## config.mk

```make
export PLATFORM = sky130hd
export DESIGN_NAME = led_pwm_driver
export DESIGN_NICKNAME = d
export VERILOG_FILES = /design/src/rtl/led_pkg.sv /design/src/rtl/led_pwm_timebase.sv /design/src/rtl/led_pwm_driver.sv
export SDC_FILE = /design/constraint.sdc
export NUM_CORES = 1
export LEC_CHECK = 0
export ABC_AREA = 1
export BUFFER_PORTS_ARGS = -buffer_cell sky130_fd_sc_hd__buf_2
export CORE_MARGIN = 5
export CORE_UTILIZATION = 51
export DETAILED_ROUTE_END_ITERATION = 7
export PLACE_DENSITY = 0.75
export REMOVE_ABC_BUFFERS = 1
export SYNTH_ARGS = -nofsm -noshare
export SYNTH_HDL_FRONTEND = slang
export SYNTH_HIERARCHICAL = 1
export SYNTH_SLANG_ARGS = --single-unit
export TNS_END_PERCENT = 10
```

## constraint.sdc

```tcl
create_clock -name clk -period 1.7 [get_ports clk]
set_clock_uncertainty 0.15 [all_clocks]
set_input_delay 0 -clock clk [delete_from_list [all_inputs] [get_ports clk]]
set_output_delay 0 -clock clk [all_outputs]
set_load 0.05 [all_outputs]
```

## src/rtl/led_pkg.sv

```systemverilog
// Shared definitions for the io_led output blocks: default geometry and the
// pending-slot state encoding.
package led_pkg;

    localparam int LED_WIDTH    = 24;
    localparam int LED_PWM_BITS = 8;

    typedef enum logic {
        PEND_EMPTY = 1'b0,
        PEND_FULL  = 1'b1
    } pend_state_t;

endpackage

```

## src/rtl/led_pwm_timebase.sv

```systemverilog
// PWM timebase: a prescaler that paces PWM steps and a free-running PWM counter.
// step and boundary are combinational decodes of the registered counters.
module led_pwm_timebase #(
    parameter int PRESCALE = 16,
    parameter int PWM_BITS = 8
) (
    input  logic                clk,
    input  logic                reset_n,
    output logic [PWM_BITS-1:0] pwm_cnt,
    output logic                step,
    output logic                boundary
);

    // A one-bit prescaler is kept even when PRESCALE==1; it then sits at zero.
    localparam int            PW        = (PRESCALE > 1) ? $clog2(PRESCALE) : 1;
    localparam logic [PW-1:0] PRESC_MAX = PW'(PRESCALE - 1);

    logic [PW-1:0]       r_presc;
    logic [PWM_BITS-1:0] r_pwm_cnt;
    logic                w_step;

    assign w_step   = (r_presc == PRESC_MAX);
    assign step     = w_step;
    assign boundary = w_step && (r_pwm_cnt == '1);
    assign pwm_cnt  = r_pwm_cnt;

    always_ff @(posedge clk or negedge reset_n) begin
        if (!reset_n) begin
            r_presc   <= '0;
            r_pwm_cnt <= '0;
        end else if (w_step) begin
            r_presc   <= '0;
            r_pwm_cnt <= r_pwm_cnt + PWM_BITS'(1);
        end else begin
            r_presc   <= r_presc + PW'(1);
        end
    end

endmodule

```

## src/rtl/led_pwm_driver.sv

```systemverilog
// LED array output stage: a one-deep pending slot feeds the active pattern/duty,
// swapped only on PWM frame boundaries, and io_led is the PWM-gated active pattern.
module led_pwm_driver
    import led_pkg::*;
#(
    parameter int WIDTH    = LED_WIDTH,
    parameter int PWM_BITS = LED_PWM_BITS,
    parameter int PRESCALE = 16
) (
    input  logic                clk,
    input  logic                reset_n,
    input  logic [WIDTH-1:0]    pattern_in,
    input  logic [PWM_BITS-1:0] duty_in,
    input  logic                load_valid,
    output logic                load_ready,
    output logic [WIDTH-1:0]    io_led,
    output logic                frame_start
);

    generate
        if (PRESCALE < 1 || PWM_BITS < 1 || PWM_BITS > 16) begin : g_param_check
            $error("led_pwm_driver: PRESCALE must be >= 1 and PWM_BITS within 1..16");
        end
    endgenerate

    logic [PWM_BITS-1:0] w_pwm_cnt;
    logic                w_step;
    logic                w_boundary;
    logic                w_swap;

    pend_state_t         r_state;
    logic [WIDTH-1:0]    r_pend_pattern;
    logic [PWM_BITS-1:0] r_pend_duty;
    logic [WIDTH-1:0]    r_act_pattern;
    logic [PWM_BITS-1:0] r_act_duty;
    logic [WIDTH-1:0]    r_io_led;
    logic                r_frame_start;

    led_pwm_timebase #(
        .PRESCALE (PRESCALE),
        .PWM_BITS (PWM_BITS)
    ) u_timebase (
        .clk      (clk),
        .reset_n  (reset_n),
        .pwm_cnt  (w_pwm_cnt),
        .step     (w_step),
        .boundary (w_boundary)
    );

    assign w_swap      = w_step && w_boundary;
    assign load_ready  = (r_state == PEND_EMPTY);
    assign io_led      = r_io_led;
    assign frame_start = r_frame_start;

    // While FULL the load port is ignored, so a held load_valid waits for the swap.
    always_ff @(posedge clk or negedge reset_n) begin
        if (!reset_n) begin
            r_state        <= PEND_EMPTY;
            r_pend_pattern <= '0;
            r_pend_duty    <= '0;
            r_act_pattern  <= '0;
            r_act_duty     <= '0;
            r_io_led       <= '0;
            r_frame_start  <= 1'b0;
        end else begin
            r_io_led      <= r_act_pattern & {WIDTH{w_pwm_cnt < r_act_duty}};
            r_frame_start <= w_boundary;
            if (r_state == PEND_EMPTY) begin
                if (load_valid) begin
                    r_pend_pattern <= pattern_in;
                    r_pend_duty    <= duty_in;
                    r_state        <= PEND_FULL;
                end
            end else begin
                if (w_swap) begin
                    r_act_pattern <= r_pend_pattern;
                    r_act_duty    <= r_pend_duty;
                    r_state       <= PEND_EMPTY;
                end
            end
        end
    end

endmodule
```

==> qor.txt <==
Core area -> 0.00777 mm^2
Compound-Gate Fraction of Synth Area -> 8.59%
Drc violations -> 0
H-Tree Level Count -> 3
Number of synthesized register bits -> 102
Seq/Total Area, Yosys -> 62.6%
Failing checks -> setup timing
Status -> complete, but fails checks
Critical Path AT -> 1900 ps
Max IR drop VDD -> 523 uV
Xor and xnor area share after synthesis -> 1.29%
Root Buffer -> clkbuf_8
Simple-gate area share of the yosys netlist -> 15.0%
Period minus WS final -> 1790 ps
F_max -> 558 MHz
Port bufs -> 60
Reg2reg path depth -> 9
Vias in the first global route -> 2,918
Final cell count without fillers -> 633
Number of DRC markers in iteration 0 -> 164
Clk buf depth -> 2
Number of flops mapped to enable cells by yosys -> 0
Synth Area in Adders -> 2.76%
First-pass GRT wire length -> 13.0 mm
Nature of the critical path startpoint -> flip-flop
Pin count of the biggest net entering global routing -> 66
R2r setup slk -> -90 ps
Die height -> 99.4 um
Width of the die -> 99.4 um
Worst slew margin -> 53.1%
DP HPWL -> 4.88 mm
Number of top-level pins -> 61
Synth Instances -> 410
GRT Resource Usage Total -> 16.5%
Top-count cell post-synth -> dfrtp_1
CTS tree -> built
Final #Nets -> 570
Top cell type's share of synthesized area -> 62.6%
Final hold viol count -> 0
Avg Inst Size Synth -> 9.95 um^2
Post-Syn Area -> 0.00408 mm^2
Reg-to-reg endpoint -> r_act_pattern[11]
Drt pass-1 iters -> 4
Mux cell area share after synthesis -> 0%
Slew Viols, Final -> 0
P_leak -> 2.73 nW
Setup Viol. Count Final -> 56
Area leader, netlist -> dfrtp_1
Top FF cell, synth -> dfrtp_1
Max-Cap Viols -> 0
Synth top area cells -> dfrtp_1 (63%), inv_1 (6.9%), nand2_1 (5.2%), a21oi_1 (4.3%), nor2_1 (4.0%)
Hold crit path type -> input port to async pin
Total power draw -> 0.00425 W
Most frequent cells after synthesis -> dfrtp_1 (102), inv_1 (75), nand2_1 (56), nor2_1 (43), a21oi_1 (35)
WS Path Type -> flip-flop to flip-flop
Routability Congestion -> 0.816
Via Count -> 2,976
Layout cell share with drive strength beyond 1 -> 28.4%
Post-route ant nets -> 0
Synth Warn # -> 6
Critical path endpoint category -> flip-flop
Clock-pin slew on the worst setup and hold paths -> 110 ps
Initial Util -> 52.5%
DIE AREA -> 0.00989 mm^2
Antenna diodes -> 0
Crit path required time -> 1800 ps
Total Wirelength -> 8.61 mm
Placed Cells incl. Taps -> 574
CTS Buf Count -> 9
Insertion delay to the later sink of the worst-skew pair -> 370 ps
Synthesis-to-finish area growth -> 31.7%
RR Startpoint -> u_timebase/pwm_cnt[1]
Overflow after GRT -> 0
Pwr dens -> 790 mW/mm^2
Ratio of routed vias to standard cells -> 4.70
Main combinational cell family by area after synthesis -> simple AND/OR/NAND/NOR gates
Crit Path Max Fanout -> 16
Unrepaired setup endpoints after global routing -> true
CTS sink cnt -> 102
Unique masters post-synth -> 24
Tcrit/Tclk final -> 106%
Std-Cell Rows -> 32
Setup ws final -> -93.6 ps
Async S/R FF share, synth -> 100%
Routed wire per std cell -> 13.6 um
Worst-margin pin slew -> 701 ps
Antenna violations before repair -> 0
[repair_timing]
action,CTS,global route
hold endpoints to repair,135,0
setup buffers,0,3
gates cloned,0,4
hold buffers,36,0
endpoints found under the setup margin,41,56
pin swaps,0,2
resized for setup,7,43
[placed cells by master (no fill, tap or decap), drive strengths merged]
cell	count
a21oi	35
ha	9
o21a	2
xnor2	1
nand3	8
nor3	1
o21ai	32
clkinv	2
dfrtp	102
nand2	59
or2	1
nor2	64
clkinvlp	2
clkbuf	11
inv	79
buf	82
xor2	5
dlygate4sd3	36
[power by group]
part           internal (W)  switching [W]
combinational      0.000130       0.000137
clock              0.000562       0.000880
sequential          0.00251      0.0000247
total               0.00320        0.00104
[per-layer routing]
| metal | global-route usage, % | wire (um) |
|---|---|---|
| met1 | 21.0 | 3560 |
| met2 | 27.7 | 4500 |
| met3 | 3.86 | 412 |
| met4 | 5.99 | 135 |
| met5 | 0 | 0 |
[per-stage QoR]
step	hold slack [ps]	area, um^2	TNS (ps)	setup slack [ps]	util (%)
after floorplan	-446	3960	-36850	-990	-
after global placement	-255	4610	-709	-33.0	59.4
after detailed placement	-252	4610	-2300	-102	59.4
after CTS	2.67	5190	-24.4	-21.1	66.8
after global routing	55.2	5370	-6180	-179	69.2
final	25.7	5370	-2110	-93.6	69.2
[worst max-delay path by stage]
stage | slack, ps | start | end | depth (start not counted)
after CTS | -20 | u_timebase/r_presc[0] | r_act_duty[3] | 9
after detailed placement | -100 | u_timebase/r_presc[0] | r_act_duty[3] | 9
final | -90 | u_timebase/pwm_cnt[1] | r_act_pattern[11] | 9
after global routing | -180 | u_timebase/r_presc[0] | r_act_duty[5] | 9
after global placement | -30 | u_timebase/r_presc[0] | r_act_duty[4] | 9
after floorplan | -990 | u_timebase/r_presc[0] | r_act_duty[0] | 7
[layout make-up]
| cell class | count | area (um^2) |
|---|---|---|
| Inverter | 76 | 285 |
| Timing Repair Buffer | 120 | 981 |
| Fill cell | 589 | 2390 |
| Tap cell | 102 | 128 |
| Clock inverter | 7 | 66.3 |
| Sequential cell | 102 | 2550 |
| Clock buffer | 9 | 124 |
| Multi-Input combinational cell | 217 | 1240 |
[worst max-delay path: stages (launching register included)]
cell and delay [ps]:
dfrtp_1 380, ha_2 200, nand2_2 70, nor2_4 120, nand2_2 90, nor2_4 120
nand3_4 170, buf_6 220, nand2_1 70, o21ai_0 100
[sequential cells by signal, summed over array words and instances (netlist names)]
signal and cells:
frame_start 1, io_led 24, r_act_duty 8, r_act_pattern 24
r_pend_duty 8, r_pend_pattern 24, r_state 1, u_timebase/pwm_cnt 8
u_timebase/r_presc 4
[cells by family (layout without fill, tap and decap cells)]
logic type	after synthesis	after routing
AOI/OAI and AO/OA	69	69
xor gates and xnor gates	6	6
DFF	102	102
and+or+nand+nor	133	133
adders and majority gates	9	9
buffers and inverters	91	212
Power figures use the tool's default switching activity.
